===== src/rtl/imem_arb_pkg.sv =====
// imem_arb_pkg: shared types and constants for the instruction-memory port arbiter.
package imem_arb_pkg;

  typedef enum logic {
    OWNER_CPU = 1'b0,
    OWNER_DBG = 1'b1
  } owner_t;

  typedef enum logic {
    CPU_PRI   = 1'b0,
    DBG_FORCE = 1'b1
  } arb_state_t;

  // Deepest ROM read latency the return pipeline is expected to cover.
  localparam int unsigned MAX_MEM_LATENCY = 4;

  // Width of the CPU run counter; holds MAX_CPU_RUN up to 15.
  localparam int unsigned RUN_CNT_W = 4;

  // Saturating increment for 32-bit event counters.
  function automatic logic [31:0] sat_inc32(input logic [31:0] v);
    return (v == 32'hFFFF_FFFF) ? v : v + 32'd1;
  endfunction

endpackage


===== src/rtl/imem_arb_owner_pipe.sv =====
// imem_arb_owner_pipe: valid/owner shift register that follows each issued read
// through the fixed-latency ROM so the returned word can be routed to its owner.
module imem_arb_owner_pipe
  import imem_arb_pkg::*;
#(
  parameter int unsigned DEPTH = 1
) (
  input  logic   clk,
  input  logic   rst_n,
  input  logic   in_valid_i,
  input  owner_t in_owner_i,
  output logic   out_valid_o,
  output owner_t out_owner_o,
  output logic   any_valid_o
);

  logic [DEPTH-1:0] valid_q;
  owner_t           owner_q [DEPTH];

  // Shift one slot per cycle; reset drops every read still in flight.
  always_ff @(posedge clk or negedge rst_n) begin
    if (!rst_n) begin
      valid_q <= '0;
      for (int i = 0; i < DEPTH; i++) owner_q[i] <= OWNER_CPU;
    end else begin
      valid_q[0] <= in_valid_i;
      owner_q[0] <= in_owner_i;
      for (int i = 1; i < DEPTH; i++) begin
        valid_q[i] <= valid_q[i-1];
        owner_q[i] <= owner_q[i-1];
      end
    end
  end

  assign out_valid_o = valid_q[DEPTH-1];
  assign out_owner_o = owner_q[DEPTH-1];
  assign any_valid_o = |valid_q;

endmodule


===== src/rtl/imem_port_arbiter.sv =====
// imem_port_arbiter: shares the single read port of the instruction ROM between
// the CPU fetch port and a debug/loader port. CPU has priority, but debug is
// forced through after MAX_CPU_RUN consecutive CPU wins while it waits.
// Optional grant/conflict statistics: define IMEM_ARB_STATS_EN.
//
// Handshake: a request is accepted in the cycle where req && gnt; gnt is
// combinational, at most one gnt is high per cycle, and a requester holds req
// and addr stable until it sees gnt. Each accepted read returns one cycle-wide
// rvalid pulse exactly MEM_LATENCY+1 cycles later, in issue order.
module imem_port_arbiter
  import imem_arb_pkg::*;
#(
  parameter int unsigned ADDR_W      = 32,
  parameter int unsigned DATA_W      = 32,
  parameter int unsigned MEM_LATENCY = 1,
  parameter int unsigned MAX_CPU_RUN = 4
) (
  input  logic              clk,
  input  logic              rst_n,
  input  logic              cpu_req,
  input  logic [ADDR_W-1:0] cpu_addr,
  output logic              cpu_gnt,
  output logic              cpu_rvalid,
  output logic [DATA_W-1:0] cpu_rdata,
  input  logic              dbg_req,
  input  logic [ADDR_W-1:0] dbg_addr,
  output logic              dbg_gnt,
  output logic              dbg_rvalid,
  output logic [DATA_W-1:0] dbg_rdata,
  output logic [ADDR_W-1:0] mem_addr,
  input  logic [DATA_W-1:0] mem_rdata,
  output logic              busy
`ifdef IMEM_ARB_STATS_EN
  ,
  output logic [31:0]       stat_cpu_grants,
  output logic [31:0]       stat_dbg_grants,
  output logic [31:0]       stat_conflicts
`endif
);

  localparam logic [RUN_CNT_W-1:0] MAX_RUN = RUN_CNT_W'(MAX_CPU_RUN);

  arb_state_t           state_q, state_d;
  logic [RUN_CNT_W-1:0] run_cnt_q, run_cnt_d;
  logic [ADDR_W-1:0]    mem_addr_q;
  logic                 cpu_rvalid_q, dbg_rvalid_q;
  logic [DATA_W-1:0]    cpu_rdata_q, dbg_rdata_q;
  logic                 accept;
  owner_t               win_owner;
  logic                 ret_valid;
  owner_t               ret_owner;
  logic                 pipe_busy;

  // Arbitration FSM: grants, run counting and the one-slot debug override.
  always_comb begin
    state_d   = state_q;
    run_cnt_d = run_cnt_q;
    cpu_gnt   = 1'b0;
    dbg_gnt   = 1'b0;
    case (state_q)
      CPU_PRI: begin
        if (cpu_req)      cpu_gnt = 1'b1;
        else if (dbg_req) dbg_gnt = 1'b1;
      end
      DBG_FORCE: begin
        if (dbg_req)      dbg_gnt = 1'b1;
        else if (cpu_req) cpu_gnt = 1'b1;
        state_d = CPU_PRI;
      end
      default: state_d = CPU_PRI;
    endcase
    if (dbg_gnt || !dbg_req) begin
      run_cnt_d = '0;
    end else if (cpu_gnt) begin
      run_cnt_d = run_cnt_q + 1'b1;
      if (run_cnt_d == MAX_RUN) state_d = DBG_FORCE;
    end
  end

  // Arbiter state and run counter registers.
  always_ff @(posedge clk or negedge rst_n) begin
    if (!rst_n) begin
      state_q   <= CPU_PRI;
      run_cnt_q <= '0;
    end else begin
      state_q   <= state_d;
      run_cnt_q <= run_cnt_d;
    end
  end

  assign accept    = cpu_gnt | dbg_gnt;
  assign win_owner = dbg_gnt ? OWNER_DBG : OWNER_CPU;

  // Issue: register the winning address; hold it while idle.
  always_ff @(posedge clk or negedge rst_n) begin
    if (!rst_n) begin
      mem_addr_q <= '0;
    end else if (accept) begin
      mem_addr_q <= dbg_gnt ? dbg_addr : cpu_addr;
    end
  end

  imem_arb_owner_pipe #(
    .DEPTH(MEM_LATENCY)
  ) u_owner_pipe (
    .clk        (clk),
    .rst_n      (rst_n),
    .in_valid_i (accept),
    .in_owner_i (win_owner),
    .out_valid_o(ret_valid),
    .out_owner_o(ret_owner),
    .any_valid_o(pipe_busy)
  );

  // Return: capture ROM data for the owner and pulse its rvalid for one cycle.
  always_ff @(posedge clk or negedge rst_n) begin
    if (!rst_n) begin
      cpu_rvalid_q <= 1'b0;
      dbg_rvalid_q <= 1'b0;
      cpu_rdata_q  <= '0;
      dbg_rdata_q  <= '0;
    end else begin
      cpu_rvalid_q <= 1'b0;
      dbg_rvalid_q <= 1'b0;
      if (ret_valid) begin
        if (ret_owner == OWNER_DBG) begin
          dbg_rvalid_q <= 1'b1;
          dbg_rdata_q  <= mem_rdata;
        end else begin
          cpu_rvalid_q <= 1'b1;
          cpu_rdata_q  <= mem_rdata;
        end
      end
    end
  end

  assign mem_addr   = mem_addr_q;
  assign cpu_rvalid = cpu_rvalid_q;
  assign dbg_rvalid = dbg_rvalid_q;
  assign cpu_rdata  = cpu_rdata_q;
  assign dbg_rdata  = dbg_rdata_q;
  assign busy       = pipe_busy;

`ifdef IMEM_ARB_STATS_EN
  logic [31:0] stat_cpu_q, stat_dbg_q, stat_conf_q;

  // Saturating counters of grants per port and of cycles with both requesting.
  always_ff @(posedge clk or negedge rst_n) begin
    if (!rst_n) begin
      stat_cpu_q  <= '0;
      stat_dbg_q  <= '0;
      stat_conf_q <= '0;
    end else begin
      if (cpu_gnt)           stat_cpu_q  <= sat_inc32(stat_cpu_q);
      if (dbg_gnt)           stat_dbg_q  <= sat_inc32(stat_dbg_q);
      if (cpu_req && dbg_req) stat_conf_q <= sat_inc32(stat_conf_q);
    end
  end

  assign stat_cpu_grants = stat_cpu_q;
  assign stat_dbg_grants = stat_dbg_q;
  assign stat_conflicts  = stat_conf_q;
`else
  // Statistics disabled: no counters are built.
`endif

endmodule

===== config.mk =====
export PLATFORM = sky130hd
export DESIGN_NAME = imem_port_arbiter
export DESIGN_NICKNAME = d
export VERILOG_FILES = /design/src/rtl/imem_arb_pkg.sv /design/src/rtl/imem_arb_owner_pipe.sv /design/src/rtl/imem_port_arbiter.sv
export SDC_FILE = /design/constraint.sdc
export NUM_CORES = 1
export LEC_CHECK = 0
export CAP_MARGIN = 10
export CELL_PAD_IN_SITES_DETAIL_PLACEMENT = 1
export CELL_PAD_IN_SITES_GLOBAL_PLACEMENT = 1
export CORE_AREA = 2 2 109 132
export CTS_CLUSTER_DIAMETER = 200
export CTS_CLUSTER_SIZE = 12
export DETAILED_ROUTE_END_ITERATION = 10
export DIE_AREA = 0 0 111 134
export PLACE_DENSITY_LB_ADDON = 0.1
export SYNTH_ARGS = -nofsm -noshare
export SYNTH_HDL_FRONTEND = slang
export SYNTH_HIERARCHICAL = 1
export SYNTH_SLANG_ARGS = --single-unit

===== constraint.sdc =====
create_clock -name clk -period 3.9 [get_ports clk]
set_input_delay 0.39 -clock clk [delete_from_list [all_inputs] [get_ports clk]]
set_output_delay 0.39 -clock clk [all_outputs]
set_load 0.01 [all_outputs]

==> results.txt, run 1 <==
unrepaired setup endpoints after global routing -> no
startpoint types -> register
setup bufs post-CTS -> 0
maximum clock frequency -> 399.5 MHz
top layer in use -> met4
register area share after synthesis -> 54.52%
Async S/R FF share, synth -> 100.0%
first-pass GRT wire length -> 21700 um
average wire per standard cell -> 17.93 um
Tcrit/Tclk final -> 64.19%
area delta synth->final -> 48.18%
status -> finished clean
NumNets Final -> 665
clk_lat worst skew -> 0.34 ns
WL met2 -> 6496 um
Hold Fails Final Rpt -> 0
leakage -> 3.074 nW
CTS H-tree lvls -> 3
Core Region -> 0.01358 mm^2
grt ovf -> 0
Routed Antenna Nets -> 0
Crit path required time -> 3.51 ns
FF+latch count, synth -> 105
Row Count -> 47
largest net degree at the start of global routing -> 67
Mapped Nets -> 477
quantity of I/O buffers inserted on ports -> 200
Via density -> 4.916
DRC violation total after the first TritonRoute iteration -> 118
post-CTS sizing -> 0
total I/O pin count -> 201
Reg2Reg Depth -> 3
initial antenna violation count -> 0
Worst Skew -> 0.005232 ns
Yosys cell types -> 26
Synthesis Warnings -> 6
CTS clk-pin slew, worst paths -> 0.07 ns
RR Endpoint -> cpu_rdata[6]$_DFFE_PN0P_
crit path time final -> 2.503 ns
Synth Area per Inst -> 12.82 um^2
TritonRoute pass-1 iters -> 3
FF-to-FF setup slack -> 2.01 ns
chip width -> 111 um
Placer Congestion -> 0.7951
maximum vdd drop -> 217.3 uV
CTS Hold Bufs -> 0
die height -> 134 um
Syn Inst Count -> 376
worst-margin pin slew -> 0.8681 ns
most common cell after layout, fill and taps aside -> clkdlybuf4s50_1
Root Buffer Master -> clkbuf_16
cell chain of the critical path -> nor2b_2 > nor2b_1 > clkdlybuf4s50_1
total track usage -> 18.35%
WS Path Type -> reg -> out
mapped cell area -> 0.004820 mm^2
clock sinks -> 105
Filler Cell Count -> 1433
commonest cells after routing, fill and taps aside -> clkdlybuf4s50_1 (197), dfrtp_1 (105), nand2_1 (64)
setup TNS -> 0 ns
drt total wl -> 13280 um
crit path DAT -> 2.11 ns
Critical-path top delay cell -> dfrtp_1
via count -> 3643
CP Max Fanout -> 23
dpl hpwl -> 9635 um
Max Transition Viols Final -> 0
layout cells sized above 1 -> 16.52%
Max-Cap Viols -> 0
CTS tree -> built
Max-slew headroom -> 41.92%
Top FF cell, synth -> dfrtp_1
met3 wire length -> 940 um
Post-Route M1 WL -> 5613 um
Final Power -> 2.976 mW
final setup vio count -> 0
cell area power density -> 416.6 mW/mm^2
Hold Path Class -> in -> async
Max stage delay on crit path -> 0.90 ns
startpoint of the worst register-to-register path -> u_owner_pipe/any_valid_o$_DFF_PN0_
number of synthesized flops with an enable pin -> 0
clock tree buffer depth -> 2
endpoint class of the critical path -> primary output
Initial Utilization -> 35.48%
vias in the first global route -> 4123
DR DRC count -> 0
CTS Buf Count -> 9
die area -> 0.01487 mm^2
-- flip-flops by register name (all words and copies together) (netlist names) --
| signal | count |
|---|---|
| u_owner_pipe/out_owner_o | 1 |
| cpu_rvalid | 1 |
| dbg_rdata | 32 |
| cpu_rdata | 32 |
| dbg_rvalid | 1 |
| state_q | 1 |
| run_cnt_q | 4 |
| mem_addr | 32 |
| u_owner_pipe/any_valid_o | 1 |
-- kinds of logic after synthesis --
kind of cell    count (synthesis)  share of synthesized area (%)
flops                         105                          54.52
mux                            96                          23.86
simple gates                   76                          6.750
compound gates                 65                          9.294
buf+inv                        31                          4.958
xor+xnor                        2                         0.3635
fa+ha+maj                       1                         0.2596
-- report_power, final --
group          internal (mW)  switching [mW]
Clock                  0.516           0.395
Sequential              1.22          0.0742
Combinational          0.475           0.291
-- layer usage --
layer	vias up	track usage, %
li1	1687	-
met1	1814	22.21
met2	128	31.02
met3	14	5.513
met4	0	6.875
met5	-	0
-- synthesized netlist by cell type (all sizes together), types with 3 or more instances --
cell | number | share of area, %
nor2b | 3 | 0.60
nand2 | 66 | 5.2
clkbuf | 6 | 0.47
o21ai | 32 | 3.3
o22a | 32 | 5.8
nor2 | 3 | 0.23
buf | 24 | 4.4
mux2i | 32 | 6.6
dfrtp | 105 | 55
mux2 | 64 | 17
-- worst max-delay path: cells and delay by family (launching register included) --
family | cells | cell delay, ns
buf+inv | 1 | 0.60
flops | 1 | 0.90
simple gates | 2 | 0.27
-- stage by stage --
| stage | hold slack (ns) | instances | cell area (um^2) | utilization, % | worst slack, ns |
|---|---|---|---|---|---|
| floorplan | 0.09441 | 376 | 4820 | - | 2.470 |
| global placement | 0.4306 | 724 | 6840 | 50.35 | 1.756 |
| detailed placement | 0.4336 | 724 | 6840 | 50.35 | 1.718 |
| CTS | 0.05769 | 740 | 7139 | 52.56 | 1.335 |
| global route | 0.08070 | 740 | 7139 | 52.56 | 1.230 |
| finish | 0.04018 | 741 | 7142 | 52.57 | 1.397 |
-- final cells by class --
type	count	area, um^2	area share [%]
flip-flops and latches	105	2628	36.79
repair buffers	207	2042	28.59
multi-input cells	240	1953	27.35
clock buffers	12	246.5	3.451
well taps	171	214.0	2.996
clock inverters	4	52.55	0.7358
inverters	1	3.754	0.05256
diodes	1	2.502	0.03504
-- worst max path at each step --
stage                     slack, ns  cells after the start               from       to
after detailed placement       1.72                      3  state_q$_DFF_PN0_  dbg_gnt
after floorplan                2.47                      3            cpu_req  cpu_gnt
after CTS                      1.34                      3  state_q$_DFF_PN0_  dbg_gnt
after global placement         1.76                      3  state_q$_DFF_PN0_  dbg_gnt
final                          1.40                      3  state_q$_DFF_PN0_  dbg_gnt
after global routing           1.23                      3  state_q$_DFF_PN0_  dbg_gnt
Power figures use the tool's default switching activity.
==> run 2: changes to the inputs <==
CORE_AREA = 2 2 114 138   (was 2 2 109 132)
DIE_AREA = 0 0 116 140   (was 0 0 111 134)
clock period = 2.5 ns   (was 3.9 ns; I/O delays follow)
==> run 2 against run 1 <==
  * Cell area increased by 0.75%
  * Core utilization fell by 4.1 points
  * Setup slack got worse by 0.77 ns
  * Combinational power is 57% higher
  * Register-to-register slack got worse by 1.1 ns
  * Clock power grew 53%
  * Global-route usage down 1.5 points
  * Total power increased by 55%
  * Critical endpoint unchanged
==> results.txt, run 2 (synthesis gave the netlist of run 1 again) <==
clock tree buffer depth -> 2 (unchanged)
Critical-path top delay cell -> clkdlybuf4s50_1 (was dfrtp_1)
Max-Cap Viols -> 0 (unchanged)
crit path time final -> 1.874 ns
Routed Antenna Nets -> 0 (unchanged)
area delta synth->final -> 49.30% (was 48.18%)
Final Power -> 4.610 mW (was 2.976 mW)
met2 Use GR -> 30.41% (was 31.02%)
CTS clk-pin slew, worst paths -> 0.07 ns (about the same)
CTS Buf Count -> 9 (unchanged)
CP Depth -> 3 (unchanged)
Antenna Diode Count -> 0 (was 1)
Top Usage Layer GRT -> met2 (unchanged)
vias in the first global route -> 4101 (was 4123)
clock sinks -> 105 (unchanged)
GRT met1 Usage -> 18.74% (was 22.21%)
leakage -> 3.086 nW (was 3.074 nW)
initial antenna violation count -> 1 (was 0)
delay-heaviest family, CP -> buffers and inverters (was flip-flops)
die height -> 140 um (was 134 um)
total I/O pin count -> 201 (unchanged)
largest net degree at the start of global routing -> 82 (was 67)
maximum clock frequency -> 533.6 MHz
Reg2Reg Depth -> 3 (unchanged)
die area -> 0.01624 mm^2 (was 0.01487 mm^2)
met3 GRT Util -> 5.409% (was 5.513%)
clk_lat worst skew -> 0.35 ns (was 0.34 ns)
Max Transition Viols Final -> 0 (unchanged)
commonest cells after routing, fill and taps aside -> clkdlybuf4s50_1 (197), dfrtp_1 (105), nand2_1 (64) (unchanged)
Hold Fails Final Rpt -> 0 (unchanged)
status -> finished clean (unchanged)
Core Region -> 0.01484 mm^2 (was 0.01358 mm^2)
Placer Congestion -> 0.7433 (was 0.7951)
chip width -> 116 um (was 111 um)
CTS H-tree lvls -> 3 (unchanged)
maximum vdd drop -> 297.9 uV (was 217.3 uV)
NumNets Final -> 667 (was 665)
cell area power density -> 640.7 mW/mm^2 (was 416.6 mW/mm^2)
setup bufs post-CTS -> 0 (unchanged)
worst setup margin -> 0.6259 ns (was 1.397 ns)
cell chain of the critical path -> nor2b_2 > nor2b_1 > clkdlybuf4s50_1 (unchanged)
final setup vio count -> 0 (unchanged)
Row Count -> 49 (was 47)
worst-margin pin slew -> 0.6166 ns (was 0.8681 ns)
via count -> 3693 (was 3643)
CTS tree -> built (unchanged)
startpoint types -> register (unchanged)
unrepaired setup endpoints after global routing -> no (unchanged)
Worst Setup SP -> state_q$_DFF_PN0_ (unchanged)
RR Endpoint -> cpu_rdata[31]$_DFFE_PN0P_ (was cpu_rdata[6]$_DFFE_PN0P_)
Max-slew headroom -> 58.90% (was 41.92%)
most common cell after layout, fill and taps aside -> clkdlybuf4s50_1 (unchanged)
Worst Skew -> 0.005154 ns (was 0.005232 ns)
quantity of I/O buffers inserted on ports -> 200 (unchanged)
Tcrit/Tclk final -> 74.96%
Via density -> 4.765 (was 4.916)
TritonRoute pass-1 iters -> 4 (was 3)
startpoint of the worst register-to-register path -> u_owner_pipe/out_owner_o$_DFF_PN0_ (was u_owner_pipe/any_valid_o$_DFF_PN0_)
total track usage -> 16.88% (was 18.35%)
DRC violation total after the first TritonRoute iteration -> 150 (was 118)
Crit path required time -> 2.25 ns (was 3.51 ns)
crit path DAT -> 1.62 ns (was 2.11 ns)
Worst Setup EP -> dbg_gnt (unchanged)
Bufs and invs on worst path -> 1 (unchanged)
Post-DP Area -> 0.006902 mm^2 (was 0.006840 mm^2)
FF-to-FF setup slack -> 0.92 ns (was 2.01 ns)
layout cells sized above 1 -> 16.99% (was 16.52%)
first-pass GRT wire length -> 21400 um (was 21700 um)
pre-CTS WS -> 0.7855 ns (was 1.718 ns)
Hold Path Class -> in -> reg (was in -> async)
DR DRC count -> 0 (unchanged)
setup TNS -> 0 ns (unchanged)
post-CTS sizing -> 0 (unchanged)
dpl hpwl -> 9622 um (was 9635 um)
Filler Cell Count -> 1635 (was 1433)
CP Max Fanout -> 3 (was 23)
WS Path Type -> reg -> out (unchanged)
drt total wl -> 13520 um (was 13280 um)
average wire per standard cell -> 17.45 um (was 17.93 um)
Root Buffer Master -> clkbuf_16 (unchanged)
endpoint class of the critical path -> primary output (unchanged)
grt ovf -> 0 (unchanged)
CTS Hold Bufs -> 1 (was 0)
Max stage delay on crit path -> 0.61 ns (was 0.90 ns)
Design Area, Final -> 0.007196 mm^2 (was 0.007142 mm^2)
Initial Utilization -> 32.48% (was 35.48%)
run 2: cell count changes in the layout (fill, tap and decap cells not counted), sizes merged:
cell,before,now
buf,10,11
bufinv,1,0
clkbuf,12,9
clkinv,0,1
clkinvlp,3,2
diode,1,0
dlygate4sd3,0,1
inv,1,5
run 2: per-stage QoR:
stage          std cells  utilization [%]  hold slack [ns]
6_report             775            48.50           0.3125
3_5_place_dp         758            46.52           0.1915
3_3_place_gp         758            46.52           0.1908
2_1_floorplan        376                -         -0.04559
5_1_grt              775            48.50           0.3367
4_1_cts              775            48.50           0.3083
run 2: power by group:
group	switching (mW)	internal, mW
Clock	0.692	0.693
Sequential	0.115	1.91
Combinational	0.456	0.744
Total	1.26	3.35
run 2: metal layers:
metal,up-vias,wire length [um],share of wire [%]
met5,-,0,0
met4,0,172,1.3
met2,126,7050,52
met3,12,1021,7.6
li1,1695,-,-
met1,1860,5279,39
run 2: final cells by class:
type | count | area (um^2) | area share, %
clock buffer | 9 | 225.2 | 3.130
clock inverter | 7 | 58.81 | 0.8172
multi-input combinational | 240 | 1953 | 27.14
sequential | 105 | 2628 | 36.52
inverter | 1 | 3.754 | 0.05216
tap | 204 | 255.2 | 3.547
timing repair buffer | 209 | 2072 | 28.80
run 2: worst min path at each step:
stage	startpoint	end	slack, ns	cells past startpoint
finish	cpu_req	u_owner_pipe/out_owner_o$_DFF_PN0_	0.31	3
global route	dbg_req	mem_addr[7]$_DFFE_PN0P_	0.34	2
CTS	cpu_req	u_owner_pipe/out_owner_o$_DFF_PN0_	0.31	3
detailed placement	rst_n	dbg_rdata[3]$_DFFE_PN0P_	0.19	1
global placement	rst_n	dbg_rdata[3]$_DFFE_PN0P_	0.19	1
floorplan	rst_n	cpu_rdata[0]$_DFFE_PN0P_	-0.05	0
run 2: worst register-to-register path: stages (launching register included):
cell and delay [ns]:
dfrtp_1 0.43, nor2b_4 0.11, buf_4 0.52, mux2_2 0.42
==> run 3: changes to the inputs <==
CORE_AREA = 2 2 119 144   (was 2 2 114 138)
DIE_AREA = 0 0 121 146   (was 0 0 116 140)
clock period = 1.5 ns   (was 2.5 ns; I/O delays follow)
==> run 3 against run 2 <==
  * Core utilization is 3.1 points lower
  * Die area up 8.8%
  * Global-route usage is 1.3 points lower
  * Critical path depth shrank 2
  * First-iteration DRC count is 47% lower
  * Sequential power up 67%
  * Flip-flop and latch count is the same
  * Total power grew 69%
  * Critical path type unchanged
==> results.txt, run 3 (synthesis gave the netlist of run 1 again) <==
grt ovf -> 0 (unchanged)
pre-CTS WS -> 0.1413 ns (was 0.7855 ns)
area delta synth->final -> 52.08% (was 49.30%)
crit path DAT -> 1.29 ns (was 1.62 ns)
Routed Antenna Nets -> 0 (unchanged)
Clock Power Share -> 30.5% (was 30.1%)
startpoint types -> register (unchanged)
Hold Fails Final Rpt -> 0 (unchanged)
clock sinks -> 105 (unchanged)
quantity of I/O buffers inserted on ports -> 200 (unchanged)
Initial Utilization -> 29.85% (was 32.48%)
maximum clock frequency -> 695.0 MHz
Hold Path Class -> in -> reg (unchanged)
die area -> 0.01767 mm^2 (was 0.01624 mm^2)
Design Area, Final -> 0.007330 mm^2 (was 0.007196 mm^2)
first-pass GRT wire length -> 21870 um (was 21400 um)
delay-heaviest family, CP -> buffers and inverters (unchanged)
cell chain of the critical path -> clkdlybuf4s50_1 (was nor2b_2 > nor2b_1 > clkdlybuf4s50_1)
dpl hpwl -> 9789 um (was 9622 um)
worst setup margin -> 0.06115 ns (was 0.6259 ns)
vias in the first global route -> 4106 (was 4101)
WS Path Type -> reg -> out (unchanged)
largest net degree at the start of global routing -> 67 (was 82)
crit path time final -> 1.439 ns
Critical-path top delay cell -> clkdlybuf4s50_1 (unchanged)
cell area power density -> 1062 mW/mm^2 (was 640.7 mW/mm^2)
Placer Congestion -> 0.7335 (was 0.7433)
NumNets Final -> 674 (was 667)
CTS Buf Count -> 9 (unchanged)
status -> finished clean (unchanged)
CTS clk-pin slew, worst paths -> 0.07 ns (about the same)
setup TNS -> 0 ns (unchanged)
CTS tree -> built (unchanged)
endpoint class of the critical path -> primary output (unchanged)
Max-slew headroom -> 55.23% (was 58.90%)
initial antenna violation count -> 1 (unchanged)
via count -> 3718 (was 3693)
DRC violation total after the first TritonRoute iteration -> 79 (was 150)
layout cells sized above 1 -> 17.68% (was 16.99%)
Max Transition Viols Final -> 0 (unchanged)
Post-DP Area -> 0.007019 mm^2 (was 0.006902 mm^2)
commonest cells after routing, fill and taps aside -> clkdlybuf4s50_1 (194), dfrtp_1 (105), nand2_1 (64) (was clkdlybuf4s50_1 (197), dfrtp_1 (105), nand2_1 (64))
hold slack -> 0.1135 ns (was 0.3125 ns)
leakage -> 3.165 nW (was 3.086 nW)
Pint -> 5.759 mW (was 3.347 mW)
Max-Cap Viols -> 0 (unchanged)
maximum vdd drop -> 488.8 uV (was 297.9 uV)
CP Max Fanout -> 2 (was 3)
total track usage -> 15.59% (was 16.88%)
TritonRoute pass-1 iters -> 4 (unchanged)
Worst Skew -> 0.007105 ns (was 0.005154 ns)
switching pwr -> 2.024 mW (was 1.263 mW)
total I/O pin count -> 201 (unchanged)
average wire per standard cell -> 17.09 um (was 17.45 um)
drt total wl -> 13480 um (was 13520 um)
die height -> 146 um (was 140 um)
Max stage delay on crit path -> 0.58 ns (was 0.61 ns)
chip width -> 121 um (was 116 um)
Antenna Diode Count -> 0 (unchanged)
Placed Cells -> 772 (was 758)
CTS H-tree lvls -> 3 (unchanged)
final setup vio count -> 0 (unchanged)
clk_lat worst skew -> 0.35 ns (about the same)
DR DRC count -> 0 (unchanged)
Row Count -> 51 (was 49)
Filler Cell Count -> 1726 (was 1635)
clock tree buffer depth -> 2 (unchanged)
Core Region -> 0.01614 mm^2 (was 0.01484 mm^2)
worst-margin pin slew -> 0.6715 ns (was 0.6166 ns)
Seq pwr share -> 43.4% (was 43.9%)
Bufs and invs on worst path -> 1 (unchanged)
Sw Ratio -> 26.00% (was 27.40%)
combinational power share -> 26.1% (was 26.0%)
Via density -> 4.712 (was 4.765)
Final Power -> 7.783 mW (was 4.610 mW)
Root Buffer Master -> clkbuf_16 (unchanged)
unrepaired setup endpoints after global routing -> no (unchanged)
most common cell after layout, fill and taps aside -> clkdlybuf4s50_1 (unchanged)
Crit path required time -> 1.35 ns (was 2.25 ns)
Post-Layout Cell Count -> 789 (was 775)
Tcrit/Tclk final -> 95.92%
utilization after layout -> 45.40% (was 48.50%)
[run 3: cell types whose count changed in the layout (fill, tap and decap cells not counted), sizes merged]
cell,delta
clkdlybuf4s50,-3
inv,-1
bufinv,+1
clkbuf,+1
buf,+7
clkinvlp,-2
dlymetal6s2s,+1
dlygate4sd2,+2
[run 3: per-layer routing]
metal / up-vias / wire [um] / track usage (%)
li1: 1712 / - / -
met1: 1870 / 5522 / 18.42
met2: 126 / 6769 / 26.80
met3: 10 / 1051 / 5.212
met4: 0 / 141 / 4.360
met5: - / 0 / 0
[run 3: area by class of cell]
type                            instances  area [um^2]  area share [%]
Sequential cell                       105         2628           35.85
Timing Repair Buffer                  216         2187           29.84
Multi-Input combinational cell        240         1953           26.65
Tap cell                              212        265.3           3.619
Clock buffer                           10        229.0           3.124
Clock inverter                          5        63.81          0.8706
Inverter                                1        3.754         0.05121
[run 3: power by group through the flow]
| stage | sequential, mW | combinational (mW) | clock, mW |
|---|---|---|---|
| final | 3.38 | 2.03 | 2.38 |
| after global routing | 3.42 | 2.18 | 2.61 |
| after CTS | 3.38 | 2.07 | 2.50 |
| after detailed placement | 3.43 | 2.06 | 0 |
| after global placement | 3.42 | 2.02 | 0 |
| after floorplan | 3.58 | 0.676 | 0 |
[run 3: timing repair]
item,in CTS,in global routing
hold buffers,1,0
endpoints found under the hold margin,105,0
setup buffers,0,1
setup endpoints to repair,2,2
gates resized for setup,2,1
[run 3: path summary, 6_finish.rpt]
kind	from	end	slack (ns)	cells after the start
max in group asynchronous	rst_n	mem_addr[8]$_DFFE_PN0P_	0.78	3
setup / recovery	cpu_rdata[29]$_DFFE_PN0P_	cpu_rdata[29]	0.06	1
hold reg to reg	run_cnt_q[0]$_DFFE_PN0P_	run_cnt_q[0]$_DFFE_PN0P_	0.47	1
min in group asynchronous	rst_n	dbg_rdata[3]$_DFFE_PN0P_	0.19	2
setup reg to reg	u_owner_pipe/any_valid_o$_DFF_PN0_	cpu_rdata[31]$_DFFE_PN0P_	0.15	3
hold / removal	dbg_req	u_owner_pipe/any_valid_o$_DFF_PN0_	0.11	2
